## src/rtl/serializer_pkg.sv

```systemverilog
`default_nettype none
// ============================================================================
//  Module      : serializer_pkg
//  Description : Shared types and defaults for the serializer datapath.
//  Revision    : 1.0 - initial release
// ============================================================================
package serializer_pkg;

    typedef enum logic {
        IDLE  = 1'b0,
        SHIFT = 1'b1
    } piso_state_t;

    localparam int DEF_DATA_W = 32;

endpackage : serializer_pkg
`default_nettype wire

```

## src/rtl/piso_shifter.sv

```systemverilog
`default_nettype none
// ============================================================================
//  Module      : piso_shifter
//  Description : Parallel-in/serial-out framing stage, valid/ready on both sides.
//  Revision    : 1.0 - initial release
// ============================================================================
module piso_shifter
    import serializer_pkg::*;
#(
    parameter int DATA_W    = DEF_DATA_W,
    parameter int CNT_W     = $clog2(DATA_W),
    parameter bit MSB_FIRST = 1'b0
) (
    input  logic              clk,
    input  logic              resetN,
    input  logic              in_valid,
    output logic              in_ready,
    input  logic [DATA_W-1:0] in_data,
    input  logic [CNT_W-1:0]  in_len,
    output logic              ser_out,
    output logic              ser_valid,
    input  logic              ser_ready,
    output logic              ser_first,
    output logic              frame_done,
    output logic              busy
);

    localparam logic [CNT_W-1:0] MAX_IDX = CNT_W'(DATA_W - 1);

    piso_state_t       state;
    logic [DATA_W-1:0] shreg;
    logic [CNT_W-1:0]  bit_cnt;
    logic [CNT_W-1:0]  len_q;

    logic [CNT_W-1:0]  len_in;
    logic [CNT_W-1:0]  pad;
    logic [DATA_W-1:0] masked;
    logic [DATA_W-1:0] load_word;
    logic              accept;
    logic              transfer;
    logic              last_bit;

    // Unused high bits are masked off at load so the register drains to zero
    // and ser_out idles low once the frame has been shifted out.
    assign len_in    = (in_len > MAX_IDX) ? MAX_IDX : in_len;
    assign pad       = MAX_IDX - len_in;
    assign masked    = in_data & ({DATA_W{1'b1}} >> pad);
    assign load_word = MSB_FIRST ? (masked << pad) : masked;

    always_comb begin
        in_ready   = 1'b0;
        ser_valid  = 1'b0;
        ser_first  = 1'b0;
        frame_done = 1'b0;
        busy       = 1'b0;
        last_bit   = (bit_cnt == len_q);
        ser_out    = MSB_FIRST ? shreg[DATA_W-1] : shreg[0];
        case (state)
            IDLE: begin
                in_ready = 1'b1;
            end
            SHIFT: begin
                ser_valid  = 1'b1;
                busy       = 1'b1;
                ser_first  = (bit_cnt == '0);
                frame_done = last_bit;
                in_ready   = last_bit & ser_ready;
            end
            default: begin
                in_ready = 1'b0;
            end
        endcase
        accept   = in_valid & in_ready;
        transfer = ser_valid & ser_ready;
    end

    always_ff @(posedge clk or negedge resetN) begin
        if (!resetN) begin
            state   <= IDLE;
            shreg   <= '0;
            bit_cnt <= '0;
            len_q   <= '0;
        end else if (accept) begin
            // Also covers the last-bit reload that gives zero-bubble frames.
            state   <= SHIFT;
            shreg   <= load_word;
            bit_cnt <= '0;
            len_q   <= len_in;
        end else if (transfer) begin
            shreg <= MSB_FIRST ? (shreg << 1) : (shreg >> 1);
            if (last_bit) begin
                state   <= IDLE;
                bit_cnt <= '0;
            end else begin
                bit_cnt <= bit_cnt + 1'b1;
            end
        end
    end

endmodule : piso_shifter
`default_nettype wire

```

## config.mk

```make
export PLATFORM = sky130hd
export DESIGN_NAME = piso_shifter
export DESIGN_NICKNAME = d
export VERILOG_FILES = /design/src/rtl/serializer_pkg.sv /design/src/rtl/piso_shifter.sv
export SDC_FILE = /design/constraint.sdc
export NUM_CORES = 1
export LEC_CHECK = 0
export CAP_MARGIN = 20
export CORE_ASPECT_RATIO = 1.1
export CORE_MARGIN = 3
export CORE_UTILIZATION = 53
export CTS_BUF_LIST = sky130_fd_sc_hd__clkbuf_4
export DETAILED_ROUTE_END_ITERATION = 16
export GPL_TIMING_DRIVEN = 0
export HOLD_SLACK_MARGIN = 0.1
export PLACE_DENSITY = 0.82
export SKIP_LAST_GASP = 1
export SLEW_MARGIN = 20
export SYNTH_ARGS = -nofsm -noshare
export SYNTH_HDL_FRONTEND = slang
export SYNTH_SLANG_ARGS = --single-unit
```

## constraint.sdc

```tcl
create_clock -name clk -period 2.4 [get_ports clk]
set_input_delay 0.6 -clock clk [delete_from_list [all_inputs] [get_ports clk]]
set_output_delay 0.6 -clock clk [all_outputs]
set_load 0.02 [all_outputs]
```

==> flow_summary.yaml <==
flow_run:
  maxCapViolations: 0
global_routing:
  grt_busiest_layer: "met2"
  grt_overflow: 0
  grtUsageMet1: 0.3717
  grt.total_usage: 0.2571
  grt_start_max_net_pins: 25
  grtUsageMet3: 0.04985
  grt_first_pass_wirelength_mm: 9.722
  antenna_found_initial: 0
  grt_pass1_vias: 1948
  use_met2: 0.3940
status:
  status: "complete, no violations"
cts:
  cts-root-buf: "clkbuf_4"
  clock_latency_ps: 360
  htreeDepth: 2
  clkSlewWorstSetupHoldPaths_ps: 130
  cts.sinks: 43
  cts_tree: "built"
  cts_buffer_depth: 2
  numCtsBuffers: 5
sta:
  whs_ps: 228.6
  finalCriticalPeriod_ps: 2328
  fin_crit_sh: 0.9700
  worst_pin_slew_ps: 587.7
  slew_headroom: 0.6082
  fin_skew_ps: 12.00
  fmax_ghz: 0.4295
  final-setup-viol-count: 0
  fin_tns_setup_ps: 0
  slew_violations: 0
  hold_violations: 0
die:
  dieArea_mm2: 0.005097
  dieWidth_um: 68.35
  start_util: 0.5590
  row_count: 24
  io_pins: 47
  core_area_mm2: 0.004054
  die_h_um: 74.58
pwr:
  peakVddDrop_uv: 462.9
  total_leakage_power_nw: 1.188
  p_per_area_mw_per_mm2: 991.8
worst_setup_path:
  cp-end-kind: "output port"
  path_cells: "clkbuf_2 -> nand2_1 -> nor4_1 -> dlygate4sd2_1"
  required_ps: 1800
  cp.depth: 4
  critPathMaxStageDelay_ps: 440
  rrSetupSlack_ps: 380
  startpoint_type: "register"
  crit_end: "ser_first"
  rr_worst_depth: 6
  startpoint: "state"
  crit_buf_inv: 2
  crit_fanout: 10
  crit_arrival_ps: 1730
  cp_slowest_cell: "dfrtp_1"
  crit_type: "register to output port"
  r2r-end: "len_q[1]"
  crit_family: "buffers and inverters"
  worstReg2RegStart: "bit_cnt[0]"
synth:
  avgSynthCellArea_um2: 9.767
  yosysWarnings: 0
  synthesis.nets: 275
  synthMuxAreaShare: 0.02927
  synth_xor_area_frac: 0.02319
  synth_simple_gate_area_frac: 0.1353
  synthAdderAreaFrac: 0.01104
  synthesis.area_mm2: 0.002266
  ys_ff_latch: 43
  synthCells: 232
  synth_top_family_by_area: "compound AO/OA/AOI/OAI gates"
  yosysSeqAreaShare: 0.4749
  synth_compound_area_frac: 0.2800
  synth_cell_types: 47
placement:
  io_buffers: 45
  hpwl_mm: 4.460
  place_congestion: 0.8702
  dpl_cell_area_mm2: 0.002804
  dpl.cell_count: 330
detailed_routing:
  firstDrtPassIters: 4
  post-route-drc-count: 0
  drtIter0Drc: 254
  wire_per_inst_um: 17.79
  drt.antenna.violating_nets: 0
  vias_per_cell: 6.165
  vias: 2096
  routed_wl_mm: 6.049
final_layout:
  most-common-layout-cells: "42 x dfrtp_1, 40 x clkdlybuf4s50_1, 22 x o22ai_1"
  antennaDiodeCount: 0
  final_cell_area_mm2: 0.002877
  drive_above_1_share: 0.09375
  fin_cells: 340
  final_common_cell: "dfrtp_1"
  area_growth_pct: 26.95
  fin_util: 0.7096
  final_net_count: 330
worst_hold_path:
  hp-class: "input port to asynchronous set/reset pin"
==> routing by layer <==
| layer | part of all wire | wire length (um) |
|---|---|---|
| met2 | 0.49 | 2981 |
| met5 | 0 | 0 |
| met3 | 0.073 | 443 |
| met1 | 0.42 | 2532 |
| met4 | 0.015 | 91 |
==> worst min-delay path by stage <==
stage / startpoint / end / depth (start not counted) / slack, ps
3_3_place_gp: shreg[31] / shreg[31] / 1 / 480
4_1_cts: resetN / bit_cnt[3] / 1 / 240
5_1_grt: resetN / len_q[2] / 1 / 240
2_1_floorplan: resetN / bit_cnt[0] / 0 / 300
3_5_place_dp: shreg[31] / shreg[31] / 1 / 480
6_report: resetN / bit_cnt[4] / 1 / 230
==> worst reg2reg max path, cell delays in order (launching register included) <==
cell and delay, ps:
dfrtp_2 460, xnor2_1 200, nand3_2 150, buf_4 190, o31ai_4 360, buf_6 210
mux2_1 330
==> cell type report <==
type | instances | area (um2)
fillers | 332 | 1177
clock inverters | 2 | 7.507
plain buffers | 17 | 83.83
flip-flops and latches | 43 | 1077
repair buffers | 48 | 485.5
well taps | 52 | 65.06
clock buffers | 6 | 45.04
inverters | 6 | 22.52
multi-input cells | 166 | 1090
==> registers in the layout, indices dropped and copies added (netlist names) <==
name and count:
len_q 5, state 1, shreg 32, bit_cnt 5
==> cell usage after synthesis (all sizes together) <==
master | instances | share of area
a211o | 1 | 0.0039
a211oi | 3 | 0.0099
a21o | 3 | 0.0099
a21oi | 20 | 0.044
a221o | 6 | 0.027
a311o | 1 | 0.0044
a32o | 1 | 0.0044
and2 | 5 | 0.014
and3 | 5 | 0.014
and4 | 2 | 0.0077
buf | 6 | 0.018
clkbuf | 11 | 0.018
dfrtp | 43 | 0.47
ha | 2 | 0.011
inv | 6 | 0.0099
mux2 | 5 | 0.025
mux2i | 1 | 0.0044
nand2 | 17 | 0.028
nand2b | 2 | 0.0055
nand3 | 8 | 0.020
nor2 | 8 | 0.013
nor2b | 2 | 0.0055
nor3 | 5 | 0.013
nor3b | 1 | 0.0033
nor4 | 1 | 0.0028
o2111ai | 1 | 0.0039
o211a | 1 | 0.0044
o211ai | 10 | 0.033
o21a | 1 | 0.0033
o21ai | 14 | 0.031
o21bai | 1 | 0.0033
o221a | 1 | 0.0050
o22a | 1 | 0.0039
o22ai | 22 | 0.061
o311a | 1 | 0.0044
o311ai | 2 | 0.0077
o31ai | 3 | 0.016
or2 | 2 | 0.0055
or3 | 1 | 0.0028
xnor2 | 5 | 0.019
xor2 | 1 | 0.0039
==> per-stage QoR <==
step | power (mW) | worst slack [ps]
final | 2.853 | 71.93
after global routing | 3.065 | -9.909
after CTS | 2.798 | -186.6
after detailed placement | 2.470 | -534.9
after global placement | 2.422 | -561.0
after floorplan | 2.057 | 318.1
==> power breakdown <==
part	leakage [nW]	switching [mW]	total [mW]	internal (mW)
logic	0.663	0.644	1.22	0.577
clock network	0.0307	0.232	0.353	0.120
registers	0.495	0.249	1.28	1.03
==> what timing repair did <==
action	CTS	global route
resized for setup	10	4
pin swaps	0	1
hold buffers	0	0
endpoints found under the setup margin	3	2
buffers inserted	0	2
==> cells by family (layout without fill, tap and decap cells) <==
group,after synthesis,count (layout)
AOI/OAI and AO/OA,93,93
buffers and inverters,23,79
and+or+nand+nor,59,59
DFF,43,43
xor gates and xnor gates,6,6
muxes,6,6
adders and majority gates,2,2
(Power assumes the default switching activity.)
